<file path="src/rtl/pa_pkg.sv">
// Shared processor-architecture constants: register file geometry and the
// hardwired zero register index, used by decode, writeback and the register file.
package pa_pkg;

    localparam int PA_WIDTH = 32;
    localparam int PA_DEPTH = 32;
    localparam int REG_ZERO = 0;

    typedef logic [$clog2(PA_DEPTH)-1:0] reg_addr_t;

endpackage

</file>
<file path="src/rtl/reg_file_busy.sv">
// Busy scoreboard for the register file: one pending-producer bit per register,
// issue-set beats writeback-clear, with optional same-cycle clear forwarding.
module reg_file_busy
    import pa_pkg::*;
#(
    parameter int DEPTH   = PA_DEPTH,
    parameter int R0_ZERO = 1,
    parameter int BYPASS  = 1,
    localparam int AW     = $clog2(DEPTH)
) (
    input  logic          clk,
    input  logic          rst_n,
    input  logic [AW-1:0] ra_addr,
    output logic          ra_busy,
    input  logic [AW-1:0] rb_addr,
    output logic          rb_busy,
    input  logic          wr_en,
    input  logic [AW-1:0] wr_addr,
    input  logic          busy_set,
    input  logic [AW-1:0] busy_addr
);

    logic [DEPTH-1:0] busy_q;
    logic [DEPTH-1:0] busy_d;

    function automatic logic is_zero_reg(input logic [AW-1:0] addr);
        return (R0_ZERO != 0) && (addr == AW'(REG_ZERO));
    endfunction

    // Clear is applied first so a same-address set overrides it.
    always_comb begin
        busy_d = busy_q;
        if (wr_en)
            busy_d[wr_addr] = 1'b0;
        if (busy_set && !is_zero_reg(busy_addr))
            busy_d[busy_addr] = 1'b1;
    end

    always_ff @(posedge clk) begin
        if (!rst_n)
            busy_q <= '0;
        else
            busy_q <= busy_d;
    end

    function automatic logic read_busy(input logic [AW-1:0] addr);
        logic cleared_now;
        cleared_now = (BYPASS != 0) && rst_n && wr_en && (wr_addr == addr)
                      && !(busy_set && (busy_addr == addr));
        if (is_zero_reg(addr) || cleared_now)
            return 1'b0;
        return busy_q[addr];
    endfunction

    assign ra_busy = read_busy(ra_addr);
    assign rb_busy = read_busy(rb_addr);

endmodule

</file>
<file path="src/rtl/reg_file.sv">
// Two-read, one-write register file with optional write forwarding,
// hardwired zero register and a per-register busy scoreboard.
module reg_file
    import pa_pkg::*;
#(
    parameter int WIDTH   = PA_WIDTH,
    parameter int DEPTH   = PA_DEPTH,
    parameter int R0_ZERO = 1,
    parameter int BYPASS  = 1,
    localparam int AW     = $clog2(DEPTH)
) (
    input  logic             clk,
    input  logic             rst_n,
    input  logic [AW-1:0]    ra_addr,
    output logic [WIDTH-1:0] ra_data,
    output logic             ra_busy,
    input  logic [AW-1:0]    rb_addr,
    output logic [WIDTH-1:0] rb_data,
    output logic             rb_busy,
    input  logic             wr_en,
    input  logic [AW-1:0]    wr_addr,
    input  logic [WIDTH-1:0] wr_data,
    input  logic             busy_set,
    input  logic [AW-1:0]    busy_addr
);

    logic [WIDTH-1:0] mem [DEPTH];

    function automatic logic is_zero_reg(input logic [AW-1:0] addr);
        return (R0_ZERO != 0) && (addr == AW'(REG_ZERO));
    endfunction

    always_ff @(posedge clk) begin
        if (!rst_n) begin
            for (int i = 0; i < DEPTH; i++)
                mem[i] <= '0;
        end else if (wr_en && !is_zero_reg(wr_addr)) begin
            mem[wr_addr] <= wr_data;
        end
    end

    // Forwarding is suppressed during reset so outputs show stored state.
    function automatic logic [WIDTH-1:0] read_port(input logic [AW-1:0] addr);
        if (is_zero_reg(addr))
            return '0;
        if ((BYPASS != 0) && rst_n && wr_en && (wr_addr == addr))
            return wr_data;
        return mem[addr];
    endfunction

    assign ra_data = read_port(ra_addr);
    assign rb_data = read_port(rb_addr);

    reg_file_busy #(
        .DEPTH   (DEPTH),
        .R0_ZERO (R0_ZERO),
        .BYPASS  (BYPASS)
    ) u_busy (
        .clk       (clk),
        .rst_n     (rst_n),
        .ra_addr   (ra_addr),
        .ra_busy   (ra_busy),
        .rb_addr   (rb_addr),
        .rb_busy   (rb_busy),
        .wr_en     (wr_en),
        .wr_addr   (wr_addr),
        .busy_set  (busy_set),
        .busy_addr (busy_addr)
    );

endmodule

</file>
<file path="config.mk">
export PLATFORM = sky130hd
export DESIGN_NAME = reg_file
export DESIGN_NICKNAME = d
export VERILOG_FILES = /design/src/rtl/pa_pkg.sv /design/src/rtl/reg_file_busy.sv /design/src/rtl/reg_file.sv
export SDC_FILE = /design/constraint.sdc
export NUM_CORES = 2
export LEC_CHECK = 0
export CAP_MARGIN = 20
export CORE_AREA = 2 2 316 318
export CTS_BUF_LIST = sky130_fd_sc_hd__clkbuf_4
export DETAILED_ROUTE_END_ITERATION = 12
export DIE_AREA = 0 0 318 320
export PLACE_DENSITY_LB_ADDON = 0.08
export SYNTH_ARGS = -nofsm -noshare
export SYNTH_HDL_FRONTEND = slang
export SYNTH_SLANG_ARGS = --single-unit
</file>
<file path="constraint.sdc">
create_clock -name clk -period 4.36 [get_ports clk]
set_input_delay 0.872 -clock clk [delete_from_list [all_inputs] [get_ports clk]]
set_output_delay 0.872 -clock clk [all_outputs]
set_load 0.01 [all_outputs]
</file>
# Word level (Yosys, flattened, before mapping)

Memory sizes are Yosys's and may differ from the RTL's.
Index checks and enable logic that the tools add are counted.
Widths: inputs -> output; s select.

$lt $le $gt $ge: 6
Bitwise logic cells: 3
Muxes and demuxes: 37
Reductions and logical operators: 22
Eq/ne operators: 4

Operators with widths:

| operator           | number |
|---|---|
| $mux 32            | 11 |
| $and 32x32->32     | 1 |
| $not 32->32        | 1 |
| $or 32x32->32      | 1 |
| $reduce_or 32->1   | 1 |
| $lt 5x6->1 const B | 4 |
| $mux 1             | 21 |
| $eq 5x5->1         | 4 |
| $logic_not 5->1    | 4 |
| $logic_and 1x1->1  | 11 |
| $bmux 1 s5         | 2 |
| $demux 1 s5        | 2 |
| $ge 5x1->1 const B | 2 |
| $mux 5             | 1 |
| $logic_not 1->1    | 4 |
| $logic_or 1x1->1   | 2 |

Output and inout port bits: 66
Word-level logic and storage cells: 74
Memory bits (writable): 1,024
Input bits: 56
Bits in registers: 32
Memories kept: 1

Memories:

| name | words | width | rd ports | clocked after Yosys merged registers in | wr ports | RTL line       | RTL |
|---|---|---|---|---|---|---|---|
| mem  | 32    | 32    | 2        | 0                                       | 32       | reg_file.sv:27 | `logic [WIDTH-1:0] mem [DEPTH];` |

# Longest topological paths before layout

Depth in word-level cells: 9
Gate-level depth with buffers: 10
Mapped depth without buffers: 5

# Modules after synthesis

Synthesis repeated with hierarchy kept, for this count alone.

Cells, all modules: 4,012
Area, all modules: 57,044.7 µm²

Modules (own cells, without submodules):

| module        | times used | cells each | area each (µm²) |
|---|---|---|---|
| reg_file      | 1          | 3,755      | 54,731.2 |
| reg_file_busy | 1          | 257        | 2,313.5 |

# Worst setup path before layout

No wires, ideal clock.

Path type: input to register
Start point: input port wr_addr[2]
End point: register u_busy.busy_q[3]
Stages: 5
Data arrival time: 4,203 ps
Path buffers: 2
Required time: 4,097 ps
Setup time: 263 ps
Setup slack: -106 ps
Cell sequence: buf_2 or3_1 clkbuf_1 o21ai_0 o32ai_1

Cells in the longest elaborated chain, start to end: 9
Elaborated cells on any way between the ends: 10
Those cells by class: order compare: 2; mux: 4; bitwise: 3; reduce/logical: 1

RTL lines:

| element                                                               | RTL line            | RTL |
|---|---|---|
| start: declaration                                                    | reg_file.sv:21      | `input logic [AW-1:0] wr_addr,` |
| $lt 5x6->1 (not written as such) / $ge 5x1->1 (equally long branches) | reg_file_busy.sv:34 | `busy_d[wr_addr] = 1'b0;` |
| $logic_and 1x1->1 (not written as such)                               | reg_file_busy.sv:34 |  |
| $mux 1 (not written as such)                                          | reg_file_busy.sv:34 |  |
| $demux 1 s5 (*)                                                       | n/a                 |  |
| $not 32->32 (no source line) (*)                                      | n/a                 |  |
| $and 32x32->32 (no source line) (*)                                   | n/a                 |  |
| $mux 32 (*)                                                           | reg_file_busy.sv:33 | `if (wr_en)` |
| $or 32x32->32 (no source line)                                        | n/a                 |  |
| $mux 32 (*)                                                           | reg_file_busy.sv:35 | `if (busy_set && !is_zero_reg(busy_addr))` |
| end signal: assignment                                                | reg_file_busy.sv:43 | `busy_q <= busy_d;` |
| end: declaration                                                      | reg_file_busy.sv:23 | `logic [DEPTH-1:0] busy_q;` |

Mark *: on every way between the ends. The rest lies on a longest branch, timed or not.
A chain may end at the register's enable or synchronous reset.

# Worst setup path after layout

Start point: input port ra_addr[0]
End point: output port ra_data[15]

Cells in the longest elaborated chain, start to end: 6
Elaborated cells on any way between the ends: 10
Those cells by class: eq/ne: 1; mux: 6; reduce/logical: 2; memory: 1

RTL lines:

| element                                               | RTL line       | RTL |
|---|---|---|
| start: declaration                                    | reg_file.sv:14 | `input logic [AW-1:0] ra_addr,` |
| branches (longest 5 deep; another with $mem_v2 32x32) | n/a            |  |
| $mux 32 (*)                                           | reg_file.sv:46 | `if ((BYPASS != 0) && rst_n && wr_en && (wr_addr == addr))` |
| end: declaration                                      | reg_file.sv:15 | `output logic [WIDTH-1:0] ra_data,` |

Mark *: on every way between the ends. The select of a mux whose other input is x is not followed.

==> metrics list <==
- Buffers inserted to repair hold after CTS numbered 0.
- DR DRC count: 0
- For this block, the via count after detailed routing is 43.1k.
- The share of the Yosys chip area taken by registers is 0.546.
- Fmax: 0.231 GHz
* WP data required: 3.49 ns
- The final hold violation count is 0.
- Number of routed nets with antenna violations: 0
- Clock period minus worst slack: 4.33 ns
* Post-synth EDFFs: 1024
- Counting the buffers created by CTS gives 300.
* Top-level I/O count: 122
- From synthesis to final layout, the design area changed by 18.6%.
* Cell accounting for the most synthesized area: sky130_fd_sc_hd__edfxtp_1
- R2R setup slack: 3.65 ns
* Count of standard-cell rows: 115
- Port buffer count: 121
* Async S/R FF share, synth: 0
- Width of the chip: 318 microns
- Largest net degree at the start of global routing: 56
- The first global-routing pass estimated 311000 microns of wire.
- Placeable core area: 0.0980 sq mm
- The die covers 0.102 sq mm.
* Longest Clk Path Bufs: 4
* Cell types with the highest counts after synthesis: sky130_fd_sc_hd__edfxtp_1, sky130_fd_sc_hd__and2_1, sky130_fd_sc_hd__mux4_2, sky130_fd_sc_hd__clkbuf_1, sky130_fd_sc_hd__mux2i_1
- In the synthesized netlist the dominant register cell turns out to be sky130_fd_sc_hd__edfxtp_1.
* Most common cell in the netlist: sky130_fd_sc_hd__edfxtp_1
- Clock sink count: 1056
- Dividing the detail-routed via count by the number of cells gives 7.04.
- Clock slew at reported path FFs: 0.06 ns
- Final weighted congestion in routability-driven placement: 0.963
* Total Routed Length: 224000 microns
* Final slew viol count: 0
* Later-pin clock latency in the skew report: 1.17 ns
* Share of the clock period used by the worst path: 0.994
* Sum Neg Setup Slack: 0 ns
- Number of detailed-routing iterations run before antenna repair: 5
- Largest cells by area after synthesis: sky130_fd_sc_hd__edfxtp_1, sky130_fd_sc_hd__mux4_2, sky130_fd_sc_hd__and2_1, sky130_fd_sc_hd__mux2i_1, sky130_fd_sc_hd__clkbuf_1
* MaxCap Viol Count: 0
- On the final layout, the worst clock skew is 0 ns.
* Total power per unit cell area: 364 mW/mm^2
* Netlist cell types: 64
* Design Power: 24.8 mW
- Of the post-synthesis cell area, the dominant cell type holds 0.535.
- Number of nets in the final layout: 4672
- For this design the static power due to leakage is 24.8 nW.
- Worst relative slew slack: 0.230
- Mean area per synthesized cell: 14.0 sq um
- CTS tree: done
- The run finished with clean final reports.
- By startpoint and endpoint, the worst setup path is classified as input pin to output pin.
- Highest net fanout along the worst path: 19
- Initial drt markers: 7281
- Post-detailed-placement half-perimeter wirelength: 143000 microns
- Peak supply drop: 0.260 mV
- Element type at the critical path end: output pin
- For this run, the total global-route usage over all layers was measured as 0.441.
* Cell area after synthesis: 0.0575 sq mm
* Class of the tightest hold or removal check: input pin to register
* Synthesis-stage register bit count: 1056
* Gate count after technology mapping: 4102
- Of the cells placed in the final design, the portion with a size suffix greater than 1 is 0.332.
- The worst setup path is launched from an input pin.
- Worst slew pin tran: 1.16 ns
* CTS root buf: sky130_fd_sc_hd__clkbuf_4
* Finish-stage setup viols: 0
- Number of antenna violations at the first check in global routing: 28
* Data arrival at the endpoint of the critical path: 3.46 ns
* H-tree depth reported by CTS: 5
- Setup repair after global routing could not meet its margin everywhere.
- Wirelength per Cell: 36.6 microns
* Number of warnings reported in the yosys synthesis log: 0
* Y dimension of the die: 320 microns
* Via count of the first global-routing pass: 42.0k
- The initial utilization of the core area, before any placement, comes to 0.587.
* Residual overflow from global routing: 0
-- critical path, cell delays in order --
cell	delay, ns
sky130_fd_sc_hd__buf_8	0.22
sky130_fd_sc_hd__buf_4	0.31
sky130_fd_sc_hd__buf_12	0.24
sky130_fd_sc_hd__mux4_2	0.52
sky130_fd_sc_hd__mux2i_1	0.19
sky130_fd_sc_hd__o22ai_1	0.16
sky130_fd_sc_hd__nor3_2	0.30
sky130_fd_sc_hd__nor2_1	0.10
sky130_fd_sc_hd__clkdlybuf4s50_1	0.50
-- kinds of logic (layout without fill, tap and decap cells) --
kind of cell | count (synthesis) | after routing | synth area share
AO/OA/AOI/OAI | 554 | 554 | 0.0648
XOR/XNOR | 18 | 18 | 0.00274
buffers and inverters | 450 | 1126 | 0.0379
flip-flops | 1056 | 1056 | 0.546
multiplexers | 691 | 691 | 0.211
other | 1 | 55 | 0.0000652
AND/OR/NAND/NOR | 1332 | 1332 | 0.138
-- final cells by class --
class / instances / area (sq um)
diodes: 23 / 57.6
repair buffers: 617 / 6400
inverters: 14 / 52.6
well taps: 1287 / 1610
clock buffers: 432 / 3240
multi-input cells: 2627 / 25100
clock inverters: 63 / 378
flip-flops and latches: 1056 / 31400
fillers: 6859 / 29700
-- report_power, final --
group / total, mW / internal (mW) / switching (mW)
clock: 9.07 / 4.81 / 4.27
sequential: 11.9 / 11.7 / 0.275
combinational: 3.83 / 1.65 / 2.18
-- metrics by stage --
step | area [sq um] | util | cells | hold slack [ns] | worst slack [ns]
after floorplan | 57600 | - | 4133 | 0.439 | -0.106
after global routing | 68200 | 0.696 | 6106 | 0.490 | -0.0156
final | 68200 | 0.696 | 6119 | 0.457 | 0.0260
after detailed placement | 64000 | 0.653 | 5596 | 0.466 | -0.503
after CTS | 67900 | 0.693 | 6093 | 0.418 | -0.0516
after global placement | 64000 | 0.653 | 5593 | 0.458 | -0.558
-- cells in the final DEF (no fill, tap or decap), types with 26 or more instances in the layout --
master,n
sky130_fd_sc_hd__a221oi_1,49
sky130_fd_sc_hd__a21oi_1,88
sky130_fd_sc_hd__a22oi_1,32
sky130_fd_sc_hd__and2_1,997
sky130_fd_sc_hd__nor2_1,57
sky130_fd_sc_hd__dfxtp_1,32
sky130_fd_sc_hd__buf_12,108
sky130_fd_sc_hd__nor2b_1,30
sky130_fd_sc_hd__clkinv_1,45
sky130_fd_sc_hd__o21ai_0,73
sky130_fd_sc_hd__mux4_2,407
sky130_fd_sc_hd__buf_4,384
sky130_fd_sc_hd__edfxtp_1,1024
sky130_fd_sc_hd__nor2_4,33
sky130_fd_sc_hd__clkdlybuf4s50_1,62
sky130_fd_sc_hd__mux2i_1,178
sky130_fd_sc_hd__nand2_1,73
sky130_fd_sc_hd__o21ai_4,31
sky130_fd_sc_hd__dlymetal6s2s_1,26
sky130_fd_sc_hd__mux2_2,88
sky130_fd_sc_hd__o22ai_1,79
sky130_fd_sc_hd__a221o_1,35
sky130_fd_sc_hd__conb_1,32
sky130_fd_sc_hd__clkbuf_4,432
-- per-layer routing --
metal / part of all wire / vias up / track usage
met5: 0.00021 / - / 0
met4: 0.071 / 6 / 0.259
met3: 0.17 / 997 / 0.156
met2: 0.43 / 3969 / 0.649
met1: 0.33 / 21200 / 0.569
li1: - / 16900 / -
-- what timing repair did --
item	in CTS	in global routing
endpoints found under the hold margin	0	0
pin swaps	14	6
endpoints found under the setup margin	53	41
buffers inserted	2	1
gates cloned	0	1
gates resized for setup	85	52
-- final timing paths --
check / startpoint / cells after the start / end
worst max register to register: u_busy.busy_q[6] / 2 / u_busy.busy_q[6]
worst min-delay path: busy_set / 3 / u_busy.busy_q[4]
worst min register to register: u_busy.busy_q[1] / 2 / u_busy.busy_q[1]
worst max-delay path: ra_addr[0] / 9 / ra_data[15]
-- sequential cells by signal (all words and copies together) (netlist names) --
signal and cells:
mem 1024, u_busy.busy_q 32
Note: power is estimated with default switching activity, not from simulation.
